### config.mk
export PLATFORM = sky130hd
export DESIGN_NAME = led_status_ctrl_flat
export DESIGN_NICKNAME = d
export VERILOG_FILES = /design/src/rtl/led_status_ctrl_pkg.sv /design/src/rtl/led_status_ctrl_if.sv /design/src/rtl/led_status_ctrl_chan.sv /design/src/rtl/led_status_ctrl.sv /design/src/flat_wrapper.sv
export SDC_FILE = /design/constraint.sdc
export NUM_CORES = 1
export LEC_CHECK = 0
export BUFFER_PORTS_ARGS = -buffer_cell sky130_fd_sc_hd__buf_4
export CELL_PAD_IN_SITES_DETAIL_PLACEMENT = 1
export CELL_PAD_IN_SITES_GLOBAL_PLACEMENT = 1
export CORE_ASPECT_RATIO = 1.2
export CORE_MARGIN = 10
export CORE_UTILIZATION = 42
export CTS_CLUSTER_SIZE = 16
export DETAILED_ROUTE_END_ITERATION = 16
export PLACE_DENSITY = 0.75
export SLEW_MARGIN = 10
export SYNTH_ARGS = -nofsm -noshare
export SYNTH_HDL_FRONTEND = slang
export SYNTH_SLANG_ARGS = --single-unit
### constraint.sdc
create_clock -name bd_fclk0_125m -period 3 [get_ports bd_fclk0_125m]
set_clock_uncertainty 0.2 [all_clocks]
set_input_delay 0.15 -clock bd_fclk0_125m [delete_from_list [all_inputs] [get_ports bd_fclk0_125m]]
set_output_delay 0.15 -clock bd_fclk0_125m [all_outputs]
set_load 0.02 [all_outputs]
### src/rtl/led_status_ctrl_pkg.sv
// Shared types and helpers for the LED status controller: mode encoding and
// the channel-select width rule.
package led_status_pkg;

  typedef enum logic [1:0] {
    LED_OFF   = 2'b00,
    LED_ON    = 2'b01,
    LED_BLINK = 2'b10,
    LED_ACT   = 2'b11
  } led_mode_t;

  localparam logic [1:0] MODE_OFF   = 2'b00;
  localparam logic [1:0] MODE_ON    = 2'b01;
  localparam logic [1:0] MODE_BLINK = 2'b10;
  localparam logic [1:0] MODE_ACT   = 2'b11;

  // Channel-select width; a single channel still gets a 1-bit select.
  function automatic int unsigned ch_width(input int unsigned n);
    return (n > 1) ? $clog2(n) : 1;
  endfunction

endpackage

### src/rtl/led_status_ctrl_if.sv
// Configuration write bus for led_status_ctrl: one-cycle strobe plus target
// channel, mode and blink half-period.
interface led_status_ctrl_if
  import led_status_pkg::*;
#(
  parameter int NUM_CH = 4,
  parameter int PER_W  = 10
) ();

  localparam int CH_W = ch_width(NUM_CH);

  logic             cfg_wr;
  logic [CH_W-1:0]  cfg_ch;
  led_mode_t        cfg_mode;
  logic [PER_W-1:0] cfg_half_per;

  modport master (output cfg_wr, cfg_ch, cfg_mode, cfg_half_per);
  modport slave  (input  cfg_wr, cfg_ch, cfg_mode, cfg_half_per);

endinterface

### src/rtl/led_status_ctrl_chan.sv
// One indicator channel: holds its mode and half-period, runs the blink
// counter/phase and the activity pulse stretcher, and presents the raw state.
module led_status_chan
  import led_status_pkg::*;
#(
  parameter int PER_W         = 10,
  parameter int DEF_HALF_PER  = 500,
  parameter int STRETCH_TICKS = 50
) (
  input  logic             bd_fclk0_125m,
  input  logic             ext_rst_n,
  input  logic             tick,
  input  logic             act_evt,
  input  logic             load,
  input  led_mode_t        cfg_mode,
  input  logic [PER_W-1:0] cfg_half_per,
  output logic             raw
);

  localparam int ST_W = $clog2(STRETCH_TICKS + 1);

  led_mode_t        mode;
  logic [PER_W-1:0] half_per;
  logic [PER_W-1:0] blk_cnt;
  logic [PER_W-1:0] blk_last;
  logic             phase;
  logic [ST_W-1:0]  stretch;

  // A zero half-period blinks as if it were one tick.
  assign blk_last = (half_per == '0) ? '0 : half_per - 1'b1;

  // NOTE: reset is sampled on the clock edge and every register here is
  // updated with <= so all flops see pre-edge values of each other.
  always_ff @(posedge bd_fclk0_125m) begin
    if (!ext_rst_n) begin
      mode     <= LED_OFF;
      half_per <= PER_W'(DEF_HALF_PER);
      blk_cnt  <= '0;
      phase    <= 1'b0;
      stretch  <= '0;
    end else if (load) begin
      mode     <= cfg_mode;
      half_per <= cfg_half_per;
      blk_cnt  <= '0;
      phase    <= 1'b0;
      stretch  <= '0;
    end else begin
      if (mode == LED_BLINK && tick) begin
        if (blk_cnt == blk_last) begin
          blk_cnt <= '0;
          phase   <= ~phase;
        end else begin
          blk_cnt <= blk_cnt + 1'b1;
        end
      end
      // A new event reloads even on a tick cycle, so sustained events hold on.
      if (mode == LED_ACT) begin
        if (act_evt) begin
          stretch <= ST_W'(STRETCH_TICKS);
        end else if (tick && stretch != '0) begin
          stretch <= stretch - 1'b1;
        end
      end
    end
  end

  always_comb begin
    // NOTE: default assignment first keeps every path driving raw (no latch).
    raw = 1'b0;
    case (mode)
      LED_ON:    raw = 1'b1;
      LED_BLINK: raw = phase;
      LED_ACT:   raw = (stretch != '0);
      default:   raw = 1'b0;
    endcase
  end

endmodule

### src/rtl/led_status_ctrl.sv
// LED/PMOD status controller: shared tick prescaler and PWM brightness
// counter, config decode, and NUM_CH indicator channels with registered drive.
module led_status_ctrl
  import led_status_pkg::*;
#(
  parameter int NUM_CH        = 4,
  parameter int PRESCALE      = 125000,
  parameter int PER_W         = 10,
  parameter int DEF_HALF_PER  = 500,
  parameter int STRETCH_TICKS = 50,
  parameter int PWM_W         = 4
) (
  input  logic                bd_fclk0_125m,
  input  logic                ext_rst_n,
  led_status_ctrl_if.slave    cfg,
  input  logic [NUM_CH-1:0]   act_evt,
  input  logic [PWM_W-1:0]    pwm_duty,
  output logic                tick,
  output logic [NUM_CH-1:0]   led_out
);

  localparam int CH_W  = ch_width(NUM_CH);
  localparam int PRE_W = $clog2(PRESCALE);

  logic [PRE_W-1:0]  pre_cnt;
  logic [PWM_W-1:0]  pwm_cnt;
  logic              pre_wrap;
  logic              pwm_on;
  logic [NUM_CH-1:0] raw;

  assign pre_wrap = (pre_cnt == PRE_W'(PRESCALE - 1));

  // Full-scale duty is solidly lit; zero duty is always dark.
  assign pwm_on = (pwm_cnt < pwm_duty) || (&pwm_duty);

  always_ff @(posedge bd_fclk0_125m) begin
    if (!ext_rst_n) begin
      pre_cnt <= '0;
      tick    <= 1'b0;
      pwm_cnt <= '0;
      led_out <= '0;
    end else begin
      pre_cnt <= pre_wrap ? '0 : pre_cnt + 1'b1;
      tick    <= pre_wrap;
      pwm_cnt <= pwm_cnt + 1'b1;
      led_out <= raw & {NUM_CH{pwm_on}};
    end
  end

  // Out-of-range channel codes match no channel, so such writes are dropped.
  for (genvar i = 0; i < NUM_CH; i++) begin : g_ch
    logic load;
    assign load = cfg.cfg_wr && (cfg.cfg_ch == CH_W'(i));

    led_status_chan #(
      .PER_W         (PER_W),
      .DEF_HALF_PER  (DEF_HALF_PER),
      .STRETCH_TICKS (STRETCH_TICKS)
    ) u_chan (
      .bd_fclk0_125m (bd_fclk0_125m),
      .ext_rst_n     (ext_rst_n),
      .tick          (tick),
      .act_evt       (act_evt[i]),
      .load          (load),
      .cfg_mode      (cfg.cfg_mode),
      .cfg_half_per  (cfg.cfg_half_per),
      .raw           (raw[i])
    );
  end

endmodule

### src/flat_wrapper.sv
// flat-port wrapper written by rule: the top's interface ports become plain ports
module led_status_ctrl_flat import led_status_pkg::*;
#(
  parameter int NUM_CH        = 4,
  parameter int PRESCALE      = 125000,
  parameter int PER_W         = 10,
  parameter int DEF_HALF_PER  = 500,
  parameter int STRETCH_TICKS = 50,
  parameter int PWM_W         = 4
)
  (bd_fclk0_125m, ext_rst_n, act_evt, pwm_duty, tick, led_out, cfg_cfg_wr, cfg_cfg_ch, cfg_cfg_mode, cfg_cfg_half_per);
  led_status_ctrl_if #(.NUM_CH(NUM_CH), .PER_W(PER_W)) cfg_i ();
  input  logic bd_fclk0_125m;
  input  logic ext_rst_n;
  input  logic [NUM_CH-1:0] act_evt;
  input  logic [PWM_W-1:0] pwm_duty;
  output logic tick;
  output logic [NUM_CH-1:0] led_out;
  input wire logic [$bits(cfg_i.cfg_wr)-1:0] cfg_cfg_wr;
  input wire logic [$bits(cfg_i.cfg_ch)-1:0] cfg_cfg_ch;
  input wire logic [$bits(cfg_i.cfg_mode)-1:0] cfg_cfg_mode;
  input wire logic [$bits(cfg_i.cfg_half_per)-1:0] cfg_cfg_half_per;
  assign cfg_i.cfg_wr = cfg_cfg_wr;
  assign cfg_i.cfg_ch = cfg_cfg_ch;
  assign cfg_i.cfg_mode = cfg_cfg_mode;
  assign cfg_i.cfg_half_per = cfg_cfg_half_per;
  led_status_ctrl #(.NUM_CH(NUM_CH), .PRESCALE(PRESCALE), .PER_W(PER_W), .DEF_HALF_PER(DEF_HALF_PER), .STRETCH_TICKS(STRETCH_TICKS), .PWM_W(PWM_W)) u_core (.bd_fclk0_125m(bd_fclk0_125m), .ext_rst_n(ext_rst_n), .cfg(cfg_i), .act_evt(act_evt), .pwm_duty(pwm_duty), .tick(tick), .led_out(led_out));
endmodule
==> impl_results.md <==
* Clock latency on the worst-skew pair at 0.43 ns
* Largest family of logic cells by synthesized area: simple AND/OR/NAND/NOR gates
* Full die area at 23910 um2
* Crit path max-delay cell type: or4_1
* Relative slew slack at 0.4312
* Worst IR Drop VDD at 0.4025 mV
* CP Max Fanout at 3
* RSZ-0062 raised after global routing: yes
* Via density at 5.527
* Worst Tran Pin Value at 0.8501 ns
* Leading area contributor after synthesis: dfxtp_1
* Area growth, synth to finish at 23.47%
* N_diodes at 0
* CP Class: reg -> reg
* GRT Residual Overflow at 0
* Xor and xnor area share after synthesis at 0.1060
* GP Congestion at 0.8505
* Leakage power at 3.612 nW
* Die Ht at 167.4 um
* Register area share after synthesis at 0.3739
* Ys async rst share at 0
* FF/Latch Area at 2844 um2
* Post-synth EDFFs at 0
* Drt pass-1 iters at 4
* CTS Buf Count at 17
* CTS tree: yes
* Yosys top cell area share at 0.3739
* First-pass GRT wire length at 35.96 mm
* Synth top area cells: dfxtp_1, nand2_1, xor2_1
* Clock transition at the registers of the reported paths at 0.06 ns
* # clock sinks at 142
* Main synth FF type: dfxtp_1
* Yosys warns at 0
* Total Routing Usage GR at 0.1808
* R2r setup slk at -0.13 ns
* Post-Synth Simple-Gate Area at 0.3224
* Final setup viols at 11
* Slack of the critical path at -0.1315 ns
* # rows at 53
* Post-synthesis mux area share at 0.01596
* Htree depth at 4
* Startpoint Class: flop
* Iteration-0 DRC Markers at 283
* Most common cell in the netlist: nand2_1
* Fillers at 2160
* Library cells used by synthesis at 62
* Max clock buf depth at 2
* Mapped cell area at 7604 um2
* Peak Freq at 319.3 MHz
* Status: finished with violations
* Synth Area in Compound Gates at 0.1191
* Slew Viols, Final at 0
* Final Critical Period at 3.131 ns
* Layout cell share with drive strength beyond 1 at 0.1542
* Initial Util at 0.4311
* Initial antenna violation count at 0
* Post-DP HPWL at 14.93 mm
* Count of input and output buffers at 29
* Core Area at 17640 um2
* Post-synthesis register bit count at 142
* Period utilisation layout at 1.044
* Post-Syn Area per Cell at 7.995 um2
* Wire per inst at 16.70 um
* Crit path largest cell delay at 0.50 ns
* Design Power at 4.549 mW
* CP top delay family: simple AND/OR/NAND/NOR gates
* Root buffer cell: clkbuf_16
* DRC at 0
* Final Hold Viols at 0
* Synth Area in Adders at 0.03291
* Crit path DAT at 3.29 ns
* Number of global-route vias before repair at 7423
* Syn_nets at 996
* Crit-path cells: or3_4 > or4_4 > mux2i_1 > or4_1 > or4_4 > or4_1 > a21oi_2
* Vias after detailed routing at 7058
* Ports at 30
* Final core utilization at 0.5322
* Remaining antenna violation count after routing at 0
* DRT Wirelength at 21.32 mm
* CP Buf/Inv Count at 0
* Hold Path Class: in -> reg
* Pwr Density at 484.6 nW/um2
* Failing checks: setup timing
* Footprint of the multi-input gates at 4688 um2
* CP required at 3.15 ns
* Max Cap Viol at 0
* Crit path capture type: flop
* Most common library cells after synthesis: nand2_1, dfxtp_1, nor3_1
* Final nets at 1089
* Die span in x at 142.8 um
* Cells after Synth at 951
* Pin count of the biggest net entering global routing at 29
cells in the final DEF (no fill, tap or decap), types with 4 or more instances in the layout:
master | netlist | routed
o22ai_1 | 5 | 5
a311oi_1 | 4 | 4
nor4_1 | 12 | 8
buf_6 | 0 | 4
a21o_1 | 4 | 4
clkinvlp_4 | 0 | 5
mux2i_1 | 11 | 11
nand3_1 | 61 | 60
dlygate4sd3_1 | 0 | 17
nand4_1 | 7 | 7
or3_1 | 17 | 15
xnor2_1 | 33 | 33
or4_4 | 2 | 5
and3_1 | 24 | 23
ha_1 | 20 | 19
dfxtp_1 | 142 | 141
clkbuf_16 | 0 | 17
nor3_1 | 81 | 78
buf_4 | 0 | 84
or2_2 | 9 | 9
nor3b_1 | 8 | 8
and2_1 | 12 | 12
o21ai_0 | 22 | 20
a21oi_1 | 35 | 34
a31oi_1 | 7 | 7
and4_1 | 5 | 5
nor2b_1 | 6 | 6
or4_1 | 10 | 7
inv_1 | 29 | 29
nand2_1 | 151 | 151
a21boi_0 | 26 | 26
nor2_1 | 58 | 58
nand2b_1 | 7 | 7
xor2_1 | 59 | 59
sequential cells by signal, summed over array words and instances, names as in the netlist:
name and flops:
u_core.g_ch.u_chan.blk_cnt 40, u_core.g_ch.u_chan.half_per 40, u_core.g_ch.u_chan.mode 8, u_core.g_ch.u_chan.phase 4, u_core.g_ch.u_chan.stretch 24, u_core.led_out 4, u_core.pre_cnt 17, u_core.pwm_cnt 4
u_core.tick 1
worst paths after layout:
kind                                     startpoint                                end  cells past startpoint
hold / removal                        cfg_cfg_ch[0]  u_core.g_ch[2].u_chan.half_per[1]                      4
setup / recovery  u_core.g_ch[0].u_chan.half_per[4]        u_core.g_ch[0].u_chan.phase                      7
setup reg to reg  u_core.g_ch[0].u_chan.half_per[4]        u_core.g_ch[0].u_chan.phase                      7
hold reg to reg                   u_core.pre_cnt[0]                  u_core.pre_cnt[0]                      1
kinds of logic (layout without fill, tap and decap cells):
kind of cell | after synthesis | count (layout)
and+or+nand+nor | 489 | 489
buffers and inverters | 60 | 166
xor gates and xnor gates | 92 | 92
DFF | 142 | 142
adders and majority gates | 20 | 20
AOI/OAI and AO/OA | 136 | 136
muxes | 12 | 12
layout make-up:
class	instances	share of cell area
multi-input combinational	749	0.4994
sequential	142	0.3029
timing repair buffer	105	0.09010
clock buffer	20	0.04971
tap	220	0.02932
clock inverter	12	0.01693
inverter	29	0.01160
report_power, final:
| group | internal (mW) | leakage, nW | switching, mW |
|---|---|---|---|
| clock | 1.38 | 0.291 | 0.864 |
| combinational | 0.153 | 2.17 | 0.190 |
| sequential | 1.92 | 1.15 | 0.0414 |
| total | 3.45 | 3.61 | 1.10 |
tightest hold or removal path: stages:
cell,delay (ns)
buf_4,0.13
nor2_1,0.17
nand2_1,0.11
a21boi_0,0.06
routing by layer:
metal	GRT usage	share of wire	up-vias	routed length, um
met3	0.03452	0.025	31	537
met5	0	0	-	0
met1	0.2131	0.45	3425	9578
met2	0.3204	0.51	65	10870
li1	-	-	3537	-
met4	0.05705	0.016	0	336
metrics by stage:
step / worst slack, ns / hold slack (ns) / cells / setup TNS, ns / instance area, um2
2_1_floorplan: -0.2287 / 0.07397 / 951 / -0.4747 / 7631
3_3_place_gp: -0.1681 / 0.2160 / 1227 / -1.338 / 8436
3_5_place_dp: -0.1832 / 0.2201 / 1227 / -1.525 / 8436
4_1_cts: -0.1114 / 0.02214 / 1277 / -1.002 / 9283
5_1_grt: -0.2354 / 0.07471 / 1277 / -2.286 / 9388
6_report: -0.1315 / 0.04040 / 1277 / -1.095 / 9388
repair_timing:
| item | in CTS | in global routing |
|---|---|---|
| pin swaps | 8 | 5 |
| endpoints found under the setup margin | 23 | 42 |
| resized for setup | 11 | 23 |
| setup buffers | 1 | 0 |
| hold buffers | 17 | 0 |
| endpoints found under the hold margin | 79 | 0 |
(Power assumes the default switching activity.)
